**src/rtl/nand_phy_wr_dqs_seq_if.sv**
```systemverilog
// Bundle between the NAND write-path sequencer, its request source, the write-data FIFO
// and the DQS/DQ IOB stage. The master side is the controller/FIFO/IOB environment.
interface nand_phy_wr_dqs_seq_if #(
  parameter int LEN_WIDTH = 16
);
  logic                 wr_req;
  logic [LEN_WIDTH-1:0] wr_len;
  logic                 wr_ack;
  logic                 wr_done;
  logic                 busy;
  logic                 stall;
  logic [15:0]          fifo_dout;
  logic                 fifo_empty;
  logic                 fifo_rd_en;
  logic                 dqs_oe_n;
  logic                 dqs_rst_n;
  logic                 dq_oe_n;
  logic [7:0]           dq_rise;
  logic [7:0]           dq_fall;

  modport master (
    output wr_req, wr_len, fifo_dout, fifo_empty,
    input  wr_ack, wr_done, busy, stall, fifo_rd_en,
           dqs_oe_n, dqs_rst_n, dq_oe_n, dq_rise, dq_fall
  );

  modport slave (
    input  wr_req, wr_len, fifo_dout, fifo_empty,
    output wr_ack, wr_done, busy, stall, fifo_rd_en,
           dqs_oe_n, dqs_rst_n, dq_oe_n, dq_rise, dq_fall
  );
endinterface

```
**src/rtl/nand_phy_wr_dqs_seq.sv**
```systemverilog
// NV-DDR data-in write sequencer: frames each burst as DQS preamble, data beats and
// postamble, pulling 16-bit words from the write FIFO and feeding the DQS/DQ IOBs.
module nand_phy_wr_dqs_seq #(
  parameter int PRE_CYCLES  = 2,
  parameter int POST_CYCLES = 2,
  parameter int LEN_WIDTH   = 16
) (
  input  logic                  clk0,
  input  logic                  rst0,
  nand_phy_wr_dqs_seq_if.slave  bus
);

  localparam int PW = $clog2(PRE_CYCLES + 1);
  localparam int QW = $clog2(POST_CYCLES + 1);

  typedef enum logic [1:0] {ST_IDLE, ST_PRE, ST_DATA, ST_POST} state_t;

  state_t               state;
  logic [LEN_WIDTH-1:0] rem;        // words still to be popped
  logic [LEN_WIDTH-1:0] rem_after;
  logic [PW-1:0]        pre_cnt;    // PRE cycles left, including the current one
  logic [QW-1:0]        post_cnt;
  logic                 dout_vld;   // fifo_dout carries a popped word this cycle
  logic                 pop_ok;

  // A pop is issued for the next cycle from this cycle's empty flag, so the FIFO
  // must raise fifo_empty one word early (almost-empty behaviour).
  assign rem_after = rem - LEN_WIDTH'(bus.fifo_rd_en);
  assign pop_ok    = (rem_after != '0) && !bus.fifo_empty;

  always_ff @(posedge clk0) begin
    if (rst0) begin
      state          <= ST_IDLE;
      rem            <= '0;
      pre_cnt        <= '0;
      post_cnt       <= '0;
      dout_vld       <= 1'b0;
      bus.wr_ack     <= 1'b0;
      bus.wr_done    <= 1'b0;
      bus.busy       <= 1'b0;
      bus.stall      <= 1'b0;
      bus.fifo_rd_en <= 1'b0;
      bus.dqs_oe_n   <= 1'b1;
      bus.dq_oe_n    <= 1'b1;
      bus.dqs_rst_n  <= 1'b0;
      bus.dq_rise    <= '0;
      bus.dq_fall    <= '0;
    end else begin
      // NOTE: pulse/default values first, overridden below; with non-blocking
      // assignments the last one in program order wins, so no latch or race results.
      bus.wr_ack     <= 1'b0;
      bus.wr_done    <= 1'b0;
      bus.stall      <= 1'b0;
      bus.fifo_rd_en <= 1'b0;
      bus.dqs_rst_n  <= 1'b0;
      dout_vld       <= bus.fifo_rd_en;

      if (dout_vld) begin
        bus.dqs_rst_n <= 1'b1;
        bus.dq_rise   <= bus.fifo_dout[7:0];
        bus.dq_fall   <= bus.fifo_dout[15:8];
      end

      case (state)
        ST_IDLE: begin
          if (bus.wr_req) begin
            bus.wr_ack <= 1'b1;
            if (bus.wr_len == '0) begin
              bus.wr_done <= 1'b1;
            end else begin
              state          <= ST_PRE;
              rem            <= bus.wr_len;
              pre_cnt        <= PW'(PRE_CYCLES);
              bus.busy       <= 1'b1;
              bus.dqs_oe_n   <= 1'b0;
              bus.dq_oe_n    <= 1'b0;
              bus.dq_rise    <= '0;
              bus.dq_fall    <= '0;
              bus.fifo_rd_en <= (PRE_CYCLES <= 2) && !bus.fifo_empty;
            end
          end
        end

        ST_PRE: begin
          rem            <= rem_after;
          // Prefetch window covers the last two PRE cycles.
          bus.fifo_rd_en <= (pre_cnt <= PW'(3)) && pop_ok;
          if (pre_cnt == PW'(1)) begin
            state     <= ST_DATA;
            bus.stall <= !dout_vld;
          end else begin
            pre_cnt <= pre_cnt - PW'(1);
          end
        end

        ST_DATA: begin
          rem            <= rem_after;
          bus.fifo_rd_en <= pop_ok;
          if (rem == '0 && !dout_vld) begin
            state    <= ST_POST;
            post_cnt <= QW'(POST_CYCLES);
          end else begin
            bus.stall <= !dout_vld;
          end
        end

        ST_POST: begin
          if (post_cnt == QW'(1)) begin
            state        <= ST_IDLE;
            bus.wr_done  <= 1'b1;
            bus.busy     <= 1'b0;
            bus.dqs_oe_n <= 1'b1;
            bus.dq_oe_n  <= 1'b1;
            bus.dq_rise  <= '0;
            bus.dq_fall  <= '0;
          end else begin
            post_cnt <= post_cnt - QW'(1);
          end
        end

        default: state <= ST_IDLE;
      endcase
    end
  end

endmodule
```
**src/flat_wrapper.sv**
```systemverilog
// flat-port wrapper written by rule: the top's interface ports become plain ports
module nand_phy_wr_dqs_seq_flat 
#(
  parameter int PRE_CYCLES  = 2,
  parameter int POST_CYCLES = 2,
  parameter int LEN_WIDTH   = 16
)
  (clk0, rst0, bus_wr_req, bus_wr_len, bus_fifo_dout, bus_fifo_empty, bus_wr_ack, bus_wr_done, bus_busy, bus_stall, bus_fifo_rd_en, bus_dqs_oe_n, bus_dqs_rst_n, bus_dq_oe_n, bus_dq_rise, bus_dq_fall);
  nand_phy_wr_dqs_seq_if #(.LEN_WIDTH(LEN_WIDTH)) bus_i ();
  input  logic clk0;
  input  logic rst0;
  input wire logic [$bits(bus_i.wr_req)-1:0] bus_wr_req;
  input wire logic [$bits(bus_i.wr_len)-1:0] bus_wr_len;
  input wire logic [$bits(bus_i.fifo_dout)-1:0] bus_fifo_dout;
  input wire logic [$bits(bus_i.fifo_empty)-1:0] bus_fifo_empty;
  output wire logic [$bits(bus_i.wr_ack)-1:0] bus_wr_ack;
  output wire logic [$bits(bus_i.wr_done)-1:0] bus_wr_done;
  output wire logic [$bits(bus_i.busy)-1:0] bus_busy;
  output wire logic [$bits(bus_i.stall)-1:0] bus_stall;
  output wire logic [$bits(bus_i.fifo_rd_en)-1:0] bus_fifo_rd_en;
  output wire logic [$bits(bus_i.dqs_oe_n)-1:0] bus_dqs_oe_n;
  output wire logic [$bits(bus_i.dqs_rst_n)-1:0] bus_dqs_rst_n;
  output wire logic [$bits(bus_i.dq_oe_n)-1:0] bus_dq_oe_n;
  output wire logic [$bits(bus_i.dq_rise)-1:0] bus_dq_rise;
  output wire logic [$bits(bus_i.dq_fall)-1:0] bus_dq_fall;
  assign bus_i.wr_req = bus_wr_req;
  assign bus_i.wr_len = bus_wr_len;
  assign bus_i.fifo_dout = bus_fifo_dout;
  assign bus_i.fifo_empty = bus_fifo_empty;
  assign bus_wr_ack = bus_i.wr_ack;
  assign bus_wr_done = bus_i.wr_done;
  assign bus_busy = bus_i.busy;
  assign bus_stall = bus_i.stall;
  assign bus_fifo_rd_en = bus_i.fifo_rd_en;
  assign bus_dqs_oe_n = bus_i.dqs_oe_n;
  assign bus_dqs_rst_n = bus_i.dqs_rst_n;
  assign bus_dq_oe_n = bus_i.dq_oe_n;
  assign bus_dq_rise = bus_i.dq_rise;
  assign bus_dq_fall = bus_i.dq_fall;
  nand_phy_wr_dqs_seq #(.PRE_CYCLES(PRE_CYCLES), .POST_CYCLES(POST_CYCLES), .LEN_WIDTH(LEN_WIDTH)) u_core (.clk0(clk0), .rst0(rst0), .bus(bus_i));
endmodule
```
**config.mk**
```make
export PLATFORM = sky130hd
export DESIGN_NAME = nand_phy_wr_dqs_seq_flat
export DESIGN_NICKNAME = d
export VERILOG_FILES = /design/src/rtl/nand_phy_wr_dqs_seq_if.sv /design/src/rtl/nand_phy_wr_dqs_seq.sv /design/src/flat_wrapper.sv
export SDC_FILE = /design/constraint.sdc
export NUM_CORES = 1
export LEC_CHECK = 0
export ABC_AREA = 0
export CAP_MARGIN = 10
export CORE_MARGIN = 5
export CORE_UTILIZATION = 50
export DETAILED_ROUTE_END_ITERATION = 6
export PLACE_DENSITY = 0.9
export SLEW_MARGIN = 20
export SYNTH_ARGS = -nofsm -noshare
export SYNTH_HDL_FRONTEND = slang
export SYNTH_SLANG_ARGS = --single-unit
```
**constraint.sdc**
```tcl
create_clock -name clk0 -period 2.2 [get_ports clk0]
set_input_delay 0.66 -clock clk0 [delete_from_list [all_inputs] [get_ports clk0]]
set_output_delay 0.66 -clock clk0 [all_outputs]
set_load 0.01 [all_outputs]
```
==> results.json <==
{
  "start_kind": "flip-flop",
  "gp_congestion": 0.971,
  "clockRootBuffer": "clkbuf_8",
  "start_util": 0.511,
  "hold_slack_ns": 0.509,
  "n_fill_cell": 358,
  "antenna_found_initial": 0,
  "area_delta_synth_final_pct": 38.2,
  "cap_viol_max_count": 0,
  "nets": 427,
  "max_freq_mhz": 463,
  "post_dp_cell_area_mm2": 0.00337,
  "route.detailed.drc": 0,
  "synth_top_area_share": 0.357,
  "utilization": 0.706,
  "rows": 26,
  "crit_fanout": 6,
  "met2_wirelength_mm": 3.58,
  "leakage_nw": 1.36,
  "grt_usage": 0.224,
  "ant_nets": 0,
  "place_hpwl_mm": 5.25,
  "clock-sinks": 46,
  "cts_hold_buf": 0,
  "grt_overflow": 0,
  "async_flop_share": 0,
  "setup_violations": 0,
  "drt-total-wl_mm": 7.37,
  "ys.flop_type": "dfxtp_1",
  "htreeDepth": 2,
  "portBuffers": 59,
  "grt_max_degree": 22,
  "syn_inst": 304,
  "vias": 2670,
  "core_mm2": 0.00504,
  "yosysSeqAreaShare": 0.357,
  "synth-edff-count": 0,
  "cp.arrival_ns": 2.35,
  "cts.clk_slew.worst_paths_ns": 0.10,
  "finalHoldViolations": 0,
  "syn_avg_cell_area_um2": 8.48,
  "cts_tree": "yes",
  "period_share": 0.982,
  "outcome": "finished, final reports clean",
  "grt_pass1_vias": 2570,
  "via_per_inst": 5.88,
  "antenna_cells": 0,
  "cp_slowest_cell": "dfxtp_1",
  "mostFrequentLayoutCells": "46 x clkdlybuf4s50_1, 46 x dfxtp_1, 39 x nor2_1",
  "finalCriticalPeriod_ns": 2.16,
  "die_y_um": 81.8,
  "num_io_pins": 60,
  "yosys_register_bits": 46,
  "synth_warnings": 0,
  "clock_latency_ns": 0.31,
  "hold_class": "flip-flop to flip-flop",
  "yosysTopAreaCell": "dfxtp_1",
  "grt_pass1_wl_mm": 11.7,
  "skew_ns": 0.0146,
  "cp_data_required_time_ns": 2.39,
  "final_max_slew_viol_count": 0,
  "die_x_um": 81.8,
  "criticalPathCategory": "flip-flop to flip-flop",
  "clk_path_buf_depth": 2,
  "netlist_top_cells_area": "dfxtp_1 36%, mux2i_1 6.6%, nor2_1 5.8%",
  "max_slew_margin": 0.677,
  "wl_met3_um": 635,
  "initialDrtViolationCount": 234,
  "dieArea_mm2": 0.00669,
  "drive_gt1_frac": 0.167,
  "firstDrtPassIters": 6,
  "power_density_mw_per_mm2": 1220,
  "syn_nets": 348,
  "crit_chain": "ha_1 > ha_1 > nor3b_2 > nand2_1 > o311a_1 > a31oi_1 > a31oi_1",
  "cts_buffers": 5,
  "highest_layer": "met4",
  "syn_area_mm2": 0.00258,
  "tns_ns": 0,
  "synth_cell_types": 64,
  "critPathCaptureType": "flip-flop",
  "routedWlPerCell_um": 16.2,
  "wirelength_met1_mm": 2.89,
  "slowest_delay_ns": 0.39,
  "tightest_slew_ns": 0.484,
  "final_area_mm2": 0.00356,
  "ir_drop_v": 0.000575
}
## stage by stage
| step | setup slack (ns) | std cells | power [mW] |
|---|---|---|---|
| 6_report | 0.0404 | 454 | 4.34 |
| 5_1_grt | -0.132 | 454 | 4.66 |
| 4_1_cts | 0.00357 | 451 | 4.21 |
| 3_5_place_dp | -0.432 | 444 | 3.67 |
| 3_3_place_gp | -0.357 | 444 | 3.60 |
| 2_1_floorplan | 0.201 | 304 | 2.96 |
## power by group
group,internal [mW],switching (mW)
Sequential,1.04,0.249
Clock,0.224,0.317
Combinational,1.10,1.41
## path summary, 6_finish.rpt
check / from / endpoint / slack [ns] / cells past startpoint
setup / recovery: u_core.bus.fifo_rd_en / u_core.rem[12] / 0.04 / 7
setup reg to reg: u_core.bus.fifo_rd_en / u_core.rem[12] / 0.04 / 7
hold reg to reg: u_core.bus.dq_fall[0] / u_core.bus.dq_fall[0] / 0.51 / 2
hold / removal: u_core.bus.dq_fall[0] / u_core.bus.dq_fall[0] / 0.51 / 2
## layout make-up
type / count / area [um2] / area share
multi-input cells: 226 / 1550 / 0.435
flip-flops and latches: 46 / 921 / 0.259
repair buffers: 91 / 865 / 0.243
well taps: 70 / 87.6 / 0.0246
clock buffers: 5 / 68.8 / 0.0193
inverters: 13 / 48.8 / 0.0137
clock inverters: 3 / 21.3 / 0.00597
## flip-flops by register name, indices dropped and copies added (netlist names)
signal and cells:
u_core.bus.dqs_rst_n 1, u_core.bus.dq_fall 8, u_core.bus.busy 1, u_core.rem 16, u_core.state 2, u_core.dout_vld 1
u_core.bus.stall 1, u_core.bus.wr_done 1, u_core.pre_cnt 2, u_core.bus.dqs_oe_n 1, u_core.bus.fifo_rd_en 1, u_core.bus.wr_ack 1
u_core.post_cnt 2, u_core.bus.dq_rise 8
## metal layers
layer  global-route usage  vias up
li1                     -     1265
met3               0.0680       38
met2                0.381      129
met5                    0        -
met4               0.0847        0
met1                0.264     1238
## Yosys cell counts (all sizes together) (5+ instances only)
| cell type | instances |
|---|---|
| ha | 8 |
| buf | 11 |
| clkbuf | 8 |
| a21oi | 24 |
| nor4 | 7 |
| nand2 | 24 |
| nor2 | 41 |
| nor2b | 5 |
| o21ai | 13 |
| inv | 12 |
| nor3 | 15 |
| a31oi | 5 |
| dfxtp | 46 |
| mux2i | 17 |
## cells by family after synthesis
logic type / after synthesis / synth area share
simple gates: 123 / 0.258
compound gates: 74 / 0.199
flops: 46 / 0.357
buf+inv: 32 / 0.0670
mux: 18 / 0.0704
fa+ha+maj: 8 / 0.0388
xor+xnor: 3 / 0.0102
## worst max-delay path, delay by kind of cell (launching register included)
family          cells  cell delay, ns
flops               1            0.39
fa+ha+maj           2            0.50
compound gates      3            0.69
simple gates        2            0.46
## what timing repair did
action / CTS / global route
gates resized for setup: 9 / 17
buffers inserted: 0 / 3
endpoints found under the setup margin: 28 / 36
pin swaps: 4 / 6
Power figures use the tool's default switching activity.
